[src/rtl/wb_sram_bridge.sv]
// Wishbone classic slave driving an external asynchronous SRAM narrower than the bus.
// Each access becomes one SETUP/STROBE pair per beat that has at least one selected byte lane.
module wb_sram_bridge #(
   parameter int unsigned XLEN        = 32,
   parameter int unsigned ADDR_BITS   = 17,
   parameter int unsigned SRAM_DW     = 16,
   parameter int unsigned WAIT_STATES = 0
) (
   input  logic                                        clk_i,
   input  logic                                        rst_i,
   input  logic                                        cyc_i,
   input  logic                                        stb_i,
   input  logic                                        we_i,
   input  logic [ADDR_BITS-3:0]                        adr_i,
   input  logic [XLEN/8-1:0]                           sel_i,
   input  logic [XLEN-1:0]                             slave_dat_i,
   output logic [XLEN-1:0]                             slave_dat_o,
   output logic                                        ack_o,
   output logic                                        err_o,
   output logic [ADDR_BITS-$clog2(SRAM_DW/8)-1:0]      sram_addr,
   input  logic [SRAM_DW-1:0]                          sram_dq_i,
   output logic [SRAM_DW-1:0]                          sram_dq_o,
   output logic                                        sram_dq_oe,
   output logic                                        sram_ce_n,
   output logic                                        sram_oe_n,
   output logic                                        sram_we_n,
   output logic [SRAM_DW/8-1:0]                        sram_be_n
);

   localparam int unsigned B      = SRAM_DW / 8;
   localparam int unsigned SB     = XLEN / 8;
   localparam int unsigned NBEATS = XLEN / SRAM_DW;
   localparam int unsigned BW     = (NBEATS > 1) ? $clog2(NBEATS) : 1;
   localparam int unsigned SAW    = ADDR_BITS - $clog2(B);

   localparam logic [2:0] StIdle    = 3'd0;
   localparam logic [2:0] StSetup   = 3'd1;
   localparam logic [2:0] StStrobe  = 3'd2;
   localparam logic [2:0] StAck     = 3'd3;
   localparam logic [2:0] StRecover = 3'd4;

   function automatic logic [NBEATS-1:0] beat_mask(input logic [SB-1:0] s);
      beat_mask = '0;
      for (int unsigned k = 0; k < NBEATS; k++) beat_mask[k] = |s[k*B +: B];
   endfunction

   function automatic logic [BW-1:0] first_beat(input logic [NBEATS-1:0] m);
      first_beat = '0;
      for (int k = int'(NBEATS) - 1; k >= 0; k--) if (m[k]) first_beat = BW'(k);
   endfunction

   logic [2:0]           state_q, state_d;
   logic [2:0]           ws_cnt_q, ws_cnt_d;
   logic [BW-1:0]        beat_q, beat_d;
   logic [NBEATS-1:0]    rem_q, rem_d;
   logic [ADDR_BITS-3:0] adr_q, adr_d;
   logic [SB-1:0]        sel_q, sel_d;
   logic                 we_q, we_d;
   logic [XLEN-1:0]      wdat_q, wdat_d;
   logic [XLEN-1:0]      dat_q, dat_d;
   logic                 ack_q, ack_d;
   logic                 err_q, err_d;
   logic [SAW-1:0]       addr_q, addr_d;
   logic [SRAM_DW-1:0]   dq_o_q, dq_o_d;
   logic                 dq_oe_q, dq_oe_d;
   logic                 ce_n_q, ce_n_d;
   logic                 oe_n_q, oe_n_d;
   logic                 we_n_q, we_n_d;
   logic [B-1:0]         be_n_q, be_n_d;

   logic                 req, abort, go_setup;
   logic [BW-1:0]        setup_beat;
   logic [NBEATS-1:0]    rem_nx;
   logic [ADDR_BITS-3:0] src_adr;
   logic [SB-1:0]        src_sel;
   logic                 src_we;
   logic [XLEN-1:0]      src_wdat;

   assign req   = cyc_i & stb_i & ~ack_q & ~err_q;
   assign abort = ~(cyc_i & stb_i);

   always_comb begin
      state_d    = state_q;
      ws_cnt_d   = ws_cnt_q;
      beat_d     = beat_q;
      rem_d      = rem_q;
      adr_d      = adr_q;
      sel_d      = sel_q;
      we_d       = we_q;
      wdat_d     = wdat_q;
      dat_d      = dat_q;
      ack_d      = 1'b0;
      err_d      = 1'b0;
      addr_d     = addr_q;
      dq_o_d     = dq_o_q;
      dq_oe_d    = dq_oe_q;
      ce_n_d     = ce_n_q;
      oe_n_d     = oe_n_q;
      we_n_d     = we_n_q;
      be_n_d     = be_n_q;
      go_setup   = 1'b0;
      setup_beat = '0;
      rem_nx     = rem_q;
      src_adr    = adr_q;
      src_sel    = sel_q;
      src_we     = we_q;
      src_wdat   = wdat_q;

      unique case (state_q)
         StIdle: begin
            ce_n_d  = 1'b1;
            oe_n_d  = 1'b1;
            we_n_d  = 1'b1;
            be_n_d  = '1;
            dq_oe_d = 1'b0;
            if (req) begin
               adr_d  = adr_i;
               sel_d  = sel_i;
               we_d   = we_i;
               wdat_d = slave_dat_i;
               if (sel_i == '0) begin
                  err_d = 1'b1;
               end else begin
                  src_adr    = adr_i;
                  src_sel    = sel_i;
                  src_we     = we_i;
                  src_wdat   = slave_dat_i;
                  rem_d      = beat_mask(sel_i);
                  setup_beat = first_beat(beat_mask(sel_i));
                  go_setup   = 1'b1;
                  state_d    = StSetup;
                  if (!we_i) dat_d = '0;
               end
            end
         end
         StSetup: begin
            if (abort) begin
               state_d = StRecover;
               ce_n_d  = 1'b1;
            end else begin
               state_d  = StStrobe;
               ws_cnt_d = '0;
               if (we_q) we_n_d = 1'b0;
               else      oe_n_d = 1'b0;
            end
         end
         StStrobe: begin
            if (abort) begin
               // Address and data stay put so the SRAM sees a clean strobe release.
               state_d = StRecover;
               ce_n_d  = 1'b1;
               oe_n_d  = 1'b1;
               we_n_d  = 1'b1;
            end else if (ws_cnt_q != 3'(WAIT_STATES)) begin
               ws_cnt_d = ws_cnt_q + 3'd1;
            end else begin
               if (!we_q) begin
                  for (int unsigned l = 0; l < B; l++) begin
                     if (sel_q[int'(beat_q)*B + l]) begin
                        dat_d[int'(beat_q)*SRAM_DW + l*8 +: 8] = sram_dq_i[l*8 +: 8];
                     end
                  end
               end
               rem_nx[beat_q] = 1'b0;
               rem_d          = rem_nx;
               if (rem_nx != '0) begin
                  setup_beat = first_beat(rem_nx);
                  go_setup   = 1'b1;
                  state_d    = StSetup;
               end else begin
                  state_d = StAck;
                  ack_d   = 1'b1;
                  ce_n_d  = 1'b1;
                  oe_n_d  = 1'b1;
                  we_n_d  = 1'b1;
                  be_n_d  = '1;
                  dq_oe_d = 1'b0;
               end
            end
         end
         StAck: begin
            state_d = StIdle;
         end
         StRecover: begin
            state_d = StIdle;
            be_n_d  = '1;
            dq_oe_d = 1'b0;
         end
         default: begin
            state_d = StIdle;
         end
      endcase

      if (go_setup) begin
         beat_d  = setup_beat;
         ce_n_d  = 1'b0;
         oe_n_d  = 1'b1;
         we_n_d  = 1'b1;
         addr_d  = SAW'(src_adr) * SAW'(NBEATS) + SAW'(setup_beat);
         be_n_d  = ~src_sel[int'(setup_beat)*B +: B];
         dq_oe_d = src_we;
         if (src_we) dq_o_d = src_wdat[int'(setup_beat)*SRAM_DW +: SRAM_DW];
      end
   end

   always_ff @(posedge clk_i) begin
      if (rst_i) begin
         state_q  <= StIdle;
         ws_cnt_q <= '0;
         beat_q   <= '0;
         rem_q    <= '0;
         adr_q    <= '0;
         sel_q    <= '0;
         we_q     <= 1'b0;
         wdat_q   <= '0;
         dat_q    <= '0;
         ack_q    <= 1'b0;
         err_q    <= 1'b0;
         addr_q   <= '0;
         dq_o_q   <= '0;
         dq_oe_q  <= 1'b0;
         ce_n_q   <= 1'b1;
         oe_n_q   <= 1'b1;
         we_n_q   <= 1'b1;
         be_n_q   <= '1;
      end else begin
         state_q  <= state_d;
         ws_cnt_q <= ws_cnt_d;
         beat_q   <= beat_d;
         rem_q    <= rem_d;
         adr_q    <= adr_d;
         sel_q    <= sel_d;
         we_q     <= we_d;
         wdat_q   <= wdat_d;
         dat_q    <= dat_d;
         ack_q    <= ack_d;
         err_q    <= err_d;
         addr_q   <= addr_d;
         dq_o_q   <= dq_o_d;
         dq_oe_q  <= dq_oe_d;
         ce_n_q   <= ce_n_d;
         oe_n_q   <= oe_n_d;
         we_n_q   <= we_n_d;
         be_n_q   <= be_n_d;
      end
   end

   assign slave_dat_o = dat_q;
   assign ack_o       = ack_q;
   assign err_o       = err_q;
   assign sram_addr   = addr_q;
   assign sram_dq_o   = dq_o_q;
   assign sram_dq_oe  = dq_oe_q;
   assign sram_ce_n   = ce_n_q;
   assign sram_oe_n   = oe_n_q;
   assign sram_we_n   = we_n_q;
   assign sram_be_n   = be_n_q;

endmodule

[config.mk]
export PLATFORM = sky130hd
export DESIGN_NAME = wb_sram_bridge
export DESIGN_NICKNAME = d
export VERILOG_FILES = /design/src/rtl/wb_sram_bridge.sv
export SDC_FILE = /design/constraint.sdc
export NUM_CORES = 1
export LEC_CHECK = 0
export BUFFER_PORTS_ARGS = -buffer_cell sky130_fd_sc_hd__clkbuf_2
export CAP_MARGIN = 20
export CORE_MARGIN = 5
export CORE_UTILIZATION = 55
export CTS_BUF_LIST = sky130_fd_sc_hd__clkbuf_8
export DETAILED_ROUTE_END_ITERATION = 16
export PLACE_DENSITY = 0.93
export SETUP_SLACK_MARGIN = 0.05
export SYNTH_ARGS = -nofsm -noshare
export SYNTH_HDL_FRONTEND = slang
export SYNTH_SLANG_ARGS = --single-unit
[constraint.sdc]
create_clock -name clk_i -period 2.9 [get_ports clk_i]
set_input_delay 0.145 -clock clk_i [delete_from_list [all_inputs] [get_ports clk_i]]
set_output_delay 0.145 -clock clk_i [all_outputs]
set_load 0.01 [all_outputs]
* Word-level counts from Yosys, hierarchy flattened
Index checks and enable logic that the tools add are counted.
** Cells by class
- Divide/modulo/power cells :: 0
- Multiplexer cells :: 89
- Order comparisons :: 4
- Shift-type cells :: 6
- Bitwise logic cells :: 12
- $add $sub $neg :: 6
- Multipliers :: 0
- Reductions and logical operators :: 26
- Eq/ne operators :: 21
** Operator list (number)
- 32-bit 2-to-1 mux :: 15
- 8-bit by 34-bit variable shift with 32-bit output, first input constant :: 2
- 8-bit by 34-bit variable part select with 32-bit output :: 2
- 32-bit bitwise mux :: 2
- 32-bit case mux with 2 select lines :: 1
- 15-bit 2-to-1 mux :: 3
- 1-bit 2-to-1 mux :: 36
- 5-bit negation with 34-bit output :: 1
- 6-bit negation with 34-bit output :: 1
- 32-bit by 6-bit variable part select with 16-bit output :: 1
- 3-bit 2-to-1 mux :: 8
- 2-bit inequality test, second input constant :: 10
- 2-bit 2-to-1 mux :: 9
- 3-bit inequality test, second input constant :: 6
- 16-bit by 1-bit adder with 16-bit output :: 1
- 5-bit AND reduction :: 3
- 4-bit 2-to-1 mux :: 3
- 4-bit AND reduction :: 3
- 1-bit case mux with 3 select lines :: 3
- 3-bit case mux with 3 select lines :: 1
- 3-bit nonzero test :: 3
- 4-bit inequality test, second input constant :: 2
- 2-bit case mux with 2 select lines :: 2
- 2-bit OR reduction :: 4
- other kinds (29) :: 42
** Word-level totals
- Latch bits :: 0
- Input port bits :: 72
- Memories :: 0
- Memory bits (writable) :: 0
- Word-level logic and storage cells :: 182
- Output and inout port bits :: 72
- Bits in read-only memories :: 0
- Flip-flop bits (word level) :: 133

* Logic depth before layout (Yosys ltp)
Gate-level depths: netlist (run 1).
- Word-level depth :: 15
- Gate-level depth with buffers :: 9
- Depth with buffers taken out :: 7

* Worst setup path before layout (run 1)
OpenSTA, ideal clock, no wires.
- Kind :: register to register
- Start :: reg ws_cnt_q[0]
- End :: reg dq_o_q[10] (netlist: sram_dq_o[10])
- Arrival :: 2.116 ns
- Cell stages (with the launch flop) :: 9
- Path slack :: 0.725 ns
- Library setup time :: 0.059 ns
- Buffers on the path :: 1
- Cell sequence :: dfxtp_1 > inv_1 > ha_1 > nand4b_1 > or4b_4 > and2_4 > nor3b_4 > buf_6 > a22o_1
** On the way
- Longest elaborated chain between the ends :: 5
** Ends and longest elaborated chain
- start, declared :: line 53 : logic [2:0] ws_cnt_q, ws_cnt_d;
- start signal, assigned :: line 228 : ws_cnt_q <= ws_cnt_d;
- 3-bit nonzero test * :: line 154 : end else if (ws_cnt_q != 3'(WAIT_STATES)) begin
- 1-bit 2-to-1 mux :: line 154
- 1-bit 2-to-1 mux :: line 148 : if (abort) begin
- 1-bit case mux with 2 select lines :: line 109 : unique case (state_q)
- 32-bit by 6-bit variable part select with 16-bit output or 2-bit AND reduction (tied branches)
- end signal, assigned :: line 239 : dq_o_q <= dq_o_d;
- end, declared :: line 64 : logic [SRAM_DW-1:0] dq_o_q, dq_o_d;
Mark *: on every way between the ends. The rest lies on a longest branch, timed or not.
A chain may end at the register's enable or synchronous reset.

* Final worst setup path (run 1)
- Start :: in sel_i[3]
- End :: reg dat_q[29] (netlist: slave_dat_o[29])
** On the way
- Longest elaborated chain between the ends :: 3
** Ends and longest elaborated chain
- start, declared :: line 15 : input logic [XLEN/8-1:0] sel_i,
- 4-bit logical NOT :: line 121 : if (sel_i == '0) begin
- 2-bit inequality test (no source line)
- 7-bit AND reduction (no source line)
- end signal, assigned :: line 235 : dat_q <= dat_d;
- end, declared :: line 60 : logic [XLEN-1:0] dat_q, dat_d;
Every way passes these cells.

==> run metrics, run 1 <==
multiplexer share of the synthesized area=9.32%; footprint of the multi-input gates=2760 um2; number of antenna violations at the first check in global routing=0; number of standard-cell rows in the floorplan=37; share of layout cells above drive strength 1=24.6%; CP Data Required Time=3.26 ns; number of max-cap violations=0; mapped cell area=5650 um2; setup fix buffers added after clock tree synthesis=0; Yosys warning count=0; category of the most critical setup path=in2reg; weighted congestion at the end of routability-driven global placement=0.906; worst clock skew=0.0214 ns; FF+latch count, synth=132; largest vdd supply drop=0.479 mV; detailed-route wire length=16,400 um; largest family of logic cells by synthesized area=compound AO/OA/AOI/OAI gates; XOR/XNOR Fraction of Synth Area=0%; first-pass GRT wire length=26,100 um; DRT antenna net count=0; sequential cell area in the final layout=2640 um2; clock tree root driver cell=sky130_fd_sc_hd__clkbuf_8; buffers from clock root to sink, at most=2; overall die area=12,400 um2; number of DRC markers in iteration 0=342; synth unique cells=56; status=finished clean; Finished Cell Area=7380 um2; total clock buffers created by CTS=17; HPWL reported at the end of detailed placement=9990 um; residual DRC count=0; DP Worst Slack=0.546 ns; clock slew at reported path FFs=0.09 ns; worst hold path type=in2reg; Detailed Routing Iterations Pass 1=5; H-tree levels=4; compound-gate portion of the synthesized area=20.3%; Primary FF master, synth=sky130_fd_sc_hd__dfxtp_1; Avg Cell Area, Syn=8.94 um2; vias in the first global route=5,267; CTS tree=done; Worst setup SP type=input port; number of hold-slack violations in the final timing report=0; Placed Area=6410 um2; Worst slew margin=48.0%; async set or reset register ratio after synthesis=0%; Die Span X=111 um; core footprint=10,200 um2; Critical R2R Launch=state_q[1]; vertical extent of the die=111 um; Power Density=526 nW/um2; pin count of the biggest net entering global routing=70; post-route core utilization=72.5%; count of instances resized after the clock tree is built=0; setup repair after global routing missed its margin=false; data arrival time at the worst-slack endpoint=2.93 ns; sequential cell area fraction in the yosys report=46.8%; Mapped Cells=632; Sinks on Clock Net=132; critical path capture point type=flip-flop; most area-consuming cells after synthesis=sky130_fd_sc_hd__dfxtp_1, sky130_fd_sc_hd__nand2_1, sky130_fd_sc_hd__mux2i_1, sky130_fd_sc_hd__a22o_1, sky130_fd_sc_hd__a21oi_1; minimum clock period after layout=2.57 ns; start point of the critical path=sel_i[3]; via count normalized by instance count=5.59; adder and majority cell fraction of the synthesized area=0.443%; later-pin clock latency in the skew report=0.43 ns; Pleak=0.00295 uW; average routed wire per standard cell=16.9 um; Setup-failing EPs final=0; Worst-Margin Slew=0.780 ns; diode insertion count for antenna repair=0; launch point of the worst hold path=sram_dq_i[7]; post-synthesis to final-layout area growth=30.6%; FMAX=388 MHz; worst setup slack after layout=0.325 ns; Initial Utilization=55.5%; post-synthesis share of cell area spent on and, or, nand and nor gates=18.7%; Total Neg Setup Slack=0 ns; count of buffers inserted at the top-level ports=143; global route overflow=0; Synth Net Count=706; # fillers=720; Total Routing Usage GR=25.8%; largest fanout on the critical path=26; number of top-level pins=144; Final #Nets=895; vias=5,423; area leader, netlist=sky130_fd_sc_hd__dfxtp_1; share of the clock period used by the worst path=88.8%; total power draw=3890 uW; fraction of post-synthesis cell area in the top cell type by area=46.8%; pins over their slew limit=0; EDFF count, synth=0
[layer usage]
layer	GRT usage, %	vias up	part of all wire [%]
met5	0	-	0
met4	8.35	0	2.2
met3	6.96	37	7.6
met2	45.3	264	51
met1	30.5	2515	39
li1	-	2607	-
[power breakdown]
group	switching, uW	leakage [uW]	total (uW)	internal, uW
sequential	38.1	0.00107	1910	1870
combinational	271	0.00170	482	211
clock	763	0.000174	1490	731
[flip-flops by register name (all words and copies together), names as in the netlist, 2 cells and up]
register,flops
sram_addr,16
state_q,3
sram_dq_o,16
sel_q,4
rem_q,2
adr_q,15
slave_dat_o,32
wdat_q,32
sram_be_n,2
ws_cnt_q,3
[kinds of logic (layout without fill, tap and decap cells)]
kind of cell	after synthesis	after routing
buf+inv	50	252
fa+ha+maj	2	2
mux	52	52
simple gates	233	233
compound gates	163	163
flops	132	132
[critical path, stage by stage]
cell and delay [ns]:
sky130_fd_sc_hd__dlygate4sd3_1 0.53, sky130_fd_sc_hd__clkbuf_2 0.16, sky130_fd_sc_hd__or4_1 0.59, sky130_fd_sc_hd__and3_2 0.24, sky130_fd_sc_hd__buf_4 0.26, sky130_fd_sc_hd__o211ai_1 0.63, sky130_fd_sc_hd__a22oi_1 0.22, sky130_fd_sc_hd__nor2_1 0.14
[metrics by stage]
stage,hold WS (ns),instances
finish,0.0999,970
global placement,0.377,879
global route,0.0991,970
floorplan,0.271,632
detailed placement,0.379,879
CTS,0.0771,970
[layout by cell type, fill, tap and decap left out, types with 4 or more instances in the layout]
cell type                       count
sky130_fd_sc_hd__nand2_1          147
sky130_fd_sc_hd__clkbuf_2         142
sky130_fd_sc_hd__dfxtp_1          132
sky130_fd_sc_hd__a21oi_1           61
sky130_fd_sc_hd__dlygate4sd3_1     59
sky130_fd_sc_hd__mux2i_1           50
sky130_fd_sc_hd__a22o_1            41
sky130_fd_sc_hd__nor2_1            37
sky130_fd_sc_hd__clkbuf_8          19
sky130_fd_sc_hd__a22oi_1           15
sky130_fd_sc_hd__a311oi_1          15
sky130_fd_sc_hd__buf_4             14
sky130_fd_sc_hd__o21ai_0           11
sky130_fd_sc_hd__nor2b_1            9
sky130_fd_sc_hd__clkinvlp_4         7
sky130_fd_sc_hd__nand3_1            6
sky130_fd_sc_hd__inv_1              5
sky130_fd_sc_hd__nor3_1             4
sky130_fd_sc_hd__nand2b_1           4
sky130_fd_sc_hd__inv_6              4
[Yosys cell counts, types with 2 or more instances]
master                     count
sky130_fd_sc_hd__o21a_1        2
sky130_fd_sc_hd__nor3b_1       2
sky130_fd_sc_hd__nand2_1     148
sky130_fd_sc_hd__nor2b_1       9
sky130_fd_sc_hd__a211o_1       2
sky130_fd_sc_hd__a21oi_1      61
sky130_fd_sc_hd__dfxtp_1     132
sky130_fd_sc_hd__a22o_1       41
sky130_fd_sc_hd__buf_6         5
sky130_fd_sc_hd__nor4_1        3
sky130_fd_sc_hd__nand2b_1      4
sky130_fd_sc_hd__buf_2         7
sky130_fd_sc_hd__nor2_1       37
sky130_fd_sc_hd__o211ai_1      2
sky130_fd_sc_hd__buf_1         3
sky130_fd_sc_hd__a311oi_1     15
sky130_fd_sc_hd__a21o_1        3
sky130_fd_sc_hd__or3_1         3
sky130_fd_sc_hd__nor3_1        4
sky130_fd_sc_hd__ha_1          2
sky130_fd_sc_hd__buf_4         5
sky130_fd_sc_hd__and2_1        2
sky130_fd_sc_hd__inv_1         5
sky130_fd_sc_hd__o21ai_0      11
sky130_fd_sc_hd__a22oi_1      15
sky130_fd_sc_hd__mux2i_1      50
sky130_fd_sc_hd__clkbuf_1     25
sky130_fd_sc_hd__nand3_1       6
[worst paths after layout]
path | endpoint | slack (ns) | depth (start not counted)
worst max-delay path | slave_dat_o[29] | 0.33 | 8
worst min-delay path | slave_dat_o[23] | 0.1 | 3
worst max register to register | slave_dat_o[29] | 0.50 | 6
worst min register to register | wdat_q[15] | 0.45 | 2
[final cells by class]
class,count,area share (%)
Tap cell,136,2.30
Clock buffer,19,3.54
Timing Repair Buffer,215,19.0
Inverter,5,0.254
Sequential cell,132,35.8
Multi-Input combinational cell,450,37.4
Clock inverter,13,1.66
[repair_timing]
item | CTS | global route
endpoints found under the hold margin | 80 | 0
hold buffers | 59 | 0
endpoints found under the setup margin | 0 | 0
Power figures use the tool's default switching activity.
==> inputs of run 2 (changes only) <==
--- a/config.mk
+++ b/config.mk
@@ -7,6 +7,7 @@
 export LEC_CHECK = 0
 export BUFFER_PORTS_ARGS = -buffer_cell sky130_fd_sc_hd__clkbuf_2
 export CAP_MARGIN = 20
+export CORE_ASPECT_RATIO = 0.75
 export CORE_MARGIN = 5
 export CORE_UTILIZATION = 55
 export CTS_BUF_LIST = sky130_fd_sc_hd__clkbuf_8
==> run metrics, run 2 (synthesis results as in run 1) <==
number of max-cap violations=0; Detailed Routing Iterations Pass 1=6; Total Neg Setup Slack=0 ns; Final #Nets=896; Pleak=0.00296 uW; HPWL reported at the end of detailed placement=10,000 um; largest fanout on the critical path=16; register-to-register path setup slack=0.34 ns; Worst slew margin=35.1%; H-tree levels=4; Hold Path Cell Cnt=3; via count normalized by instance count=5.61; detailed-route wire length=15,900 um; CP Capture Point=sram_dq_o[14]; overall die area=12,400 um2; data arrival time at the worst-slack endpoint=2.94 ns; DRT antenna net count=0; status=finished clean; post-synthesis to final-layout area growth=30.8%; top library cells by usage in the layout, fill and taps aside=sky130_fd_sc_hd__nand2_1, sky130_fd_sc_hd__clkbuf_2, sky130_fd_sc_hd__dfxtp_1, sky130_fd_sc_hd__a21oi_1, sky130_fd_sc_hd__dlygate4sd3_1; clock tree root driver cell=sky130_fd_sc_hd__clkbuf_8; Total Routing Usage GR=25.1%; start point of the critical path=state_q[1]; Critical R2R Launch=state_q[1]; number of antenna violations at the first check in global routing=0; Placed Area=6460 um2; Finished Cell Area=7390 um2; post-route core utilization=72.7%; CP Data Required Time=3.28 ns; vias=5,449; total clock buffers created by CTS=17; total power draw=3830 uW; count of instances resized after the clock tree is built=0; Post-Layout Cell Count=971; pin count of the biggest net entering global routing=86; diode insertion count for antenna repair=0; number of DRC markers in iteration 0=482; count of buffers inserted at the top-level ports=143; critical path capture point type=flip-flop; later-pin clock latency in the skew report=0.44 ns; Worst setup SP type=flip-flop; Initial Utilization=55.6%; Post-Place Cells=882; # fillers=740; Worst-Margin Slew=0.973 ns; core footprint=10,200 um2; average routed wire per standard cell=16.4 um; vertical extent of the die=97.8 um; setup fix buffers added after clock tree synthesis=0; vias in the first global route=5,227; buffers from clock root to sink, at most=2; residual DRC count=0; Setup-failing EPs final=0; category of the most critical setup path=reg2reg; largest vdd supply drop=0.374 mV; number of top-level pins=144; worst clock skew=0.00973 ns; minimum clock period after layout=2.56 ns; share of the clock period used by the worst path=88.4%; pins over their slew limit=0; number of hold-slack violations in the final timing report=0; first-pass GRT wire length=25,600 um; Reg-to-Reg End=sram_dq_o[14]; weighted congestion at the end of routability-driven global placement=0.864; depth of the worst register-to-register path=5; Die Span X=127 um; Power Density=518 nW/um2; share of layout cells above drive strength 1=24.8%; Sinks on Clock Net=132; FMAX=390 MHz; clock slew at reported path FFs=0.08 ns; most frequent standard cell in the layout excluding fill and tap cells=sky130_fd_sc_hd__nand2_1; worst hold path type=in2reg; CTS tree=done; hold buffer count at cts=57; global route overflow=0; setup repair after global routing missed its margin=false; number of standard-cell rows in the floorplan=32
-- run 2: cell type report --
cell class | instances | area [um2] | share of cell area (%)
tap | 136 | 170 | 2.30
clock buffer | 17 | 234 | 3.16
timing repair buffer | 216 | 1430 | 19.4
inverter | 5 | 18.8 | 0.254
clock inverter | 15 | 134 | 1.81
sequential | 132 | 2640 | 35.7
multi-input combinational | 450 | 2760 | 37.3
-- run 2: worst max-delay path, stage by stage, from the launching register on --
cell                      delay, ns
sky130_fd_sc_hd__dfxtp_1       0.51
sky130_fd_sc_hd__or3b_1        0.42
sky130_fd_sc_hd__or4b_4        0.56
sky130_fd_sc_hd__and2_4        0.18
sky130_fd_sc_hd__nor3b_4       0.60
sky130_fd_sc_hd__a22o_1        0.23
-- run 2: power by group --
part	internal [uW]	switching, uW
registers	1870	36.1
logic	218	271
clock network	679	757
-- run 2: metal layers --
metal / wire length [um] / vias up / global-route usage (%)
met2: 7740 / 260 / 41.8
met4: 231 / 0 / 7.58
met1: 6530 / 2547 / 32.2
met3: 1380 / 26 / 6.56
li1: - / 2616 / -
met5: 0 / - / 0
-- run 2: metrics by stage --
stage                     hold WS [ns]  worst slack [ns]
after detailed placement         0.380             0.398
after global routing            0.0205             0.240
after CTS                      0.00669             0.358
after floorplan                  0.271             0.725
after global placement           0.374             0.486
final                           0.0375             0.335
-- run 2: worst min-delay path by stage --
stage | startpoint | to | slack (ns)
2_1_floorplan | sram_dq_i[10] | slave_dat_o[10] | 0.27
3_3_place_gp | sram_dq_i[9] | slave_dat_o[9] | 0.37
3_5_place_dp | sram_dq_i[10] | slave_dat_o[10] | 0.38
4_1_cts | sel_i[1] | sel_q[1] | 0.007
5_1_grt | sel_i[3] | sel_q[3] | 0.02
6_report | sel_i[1] | sel_q[1] | 0.04
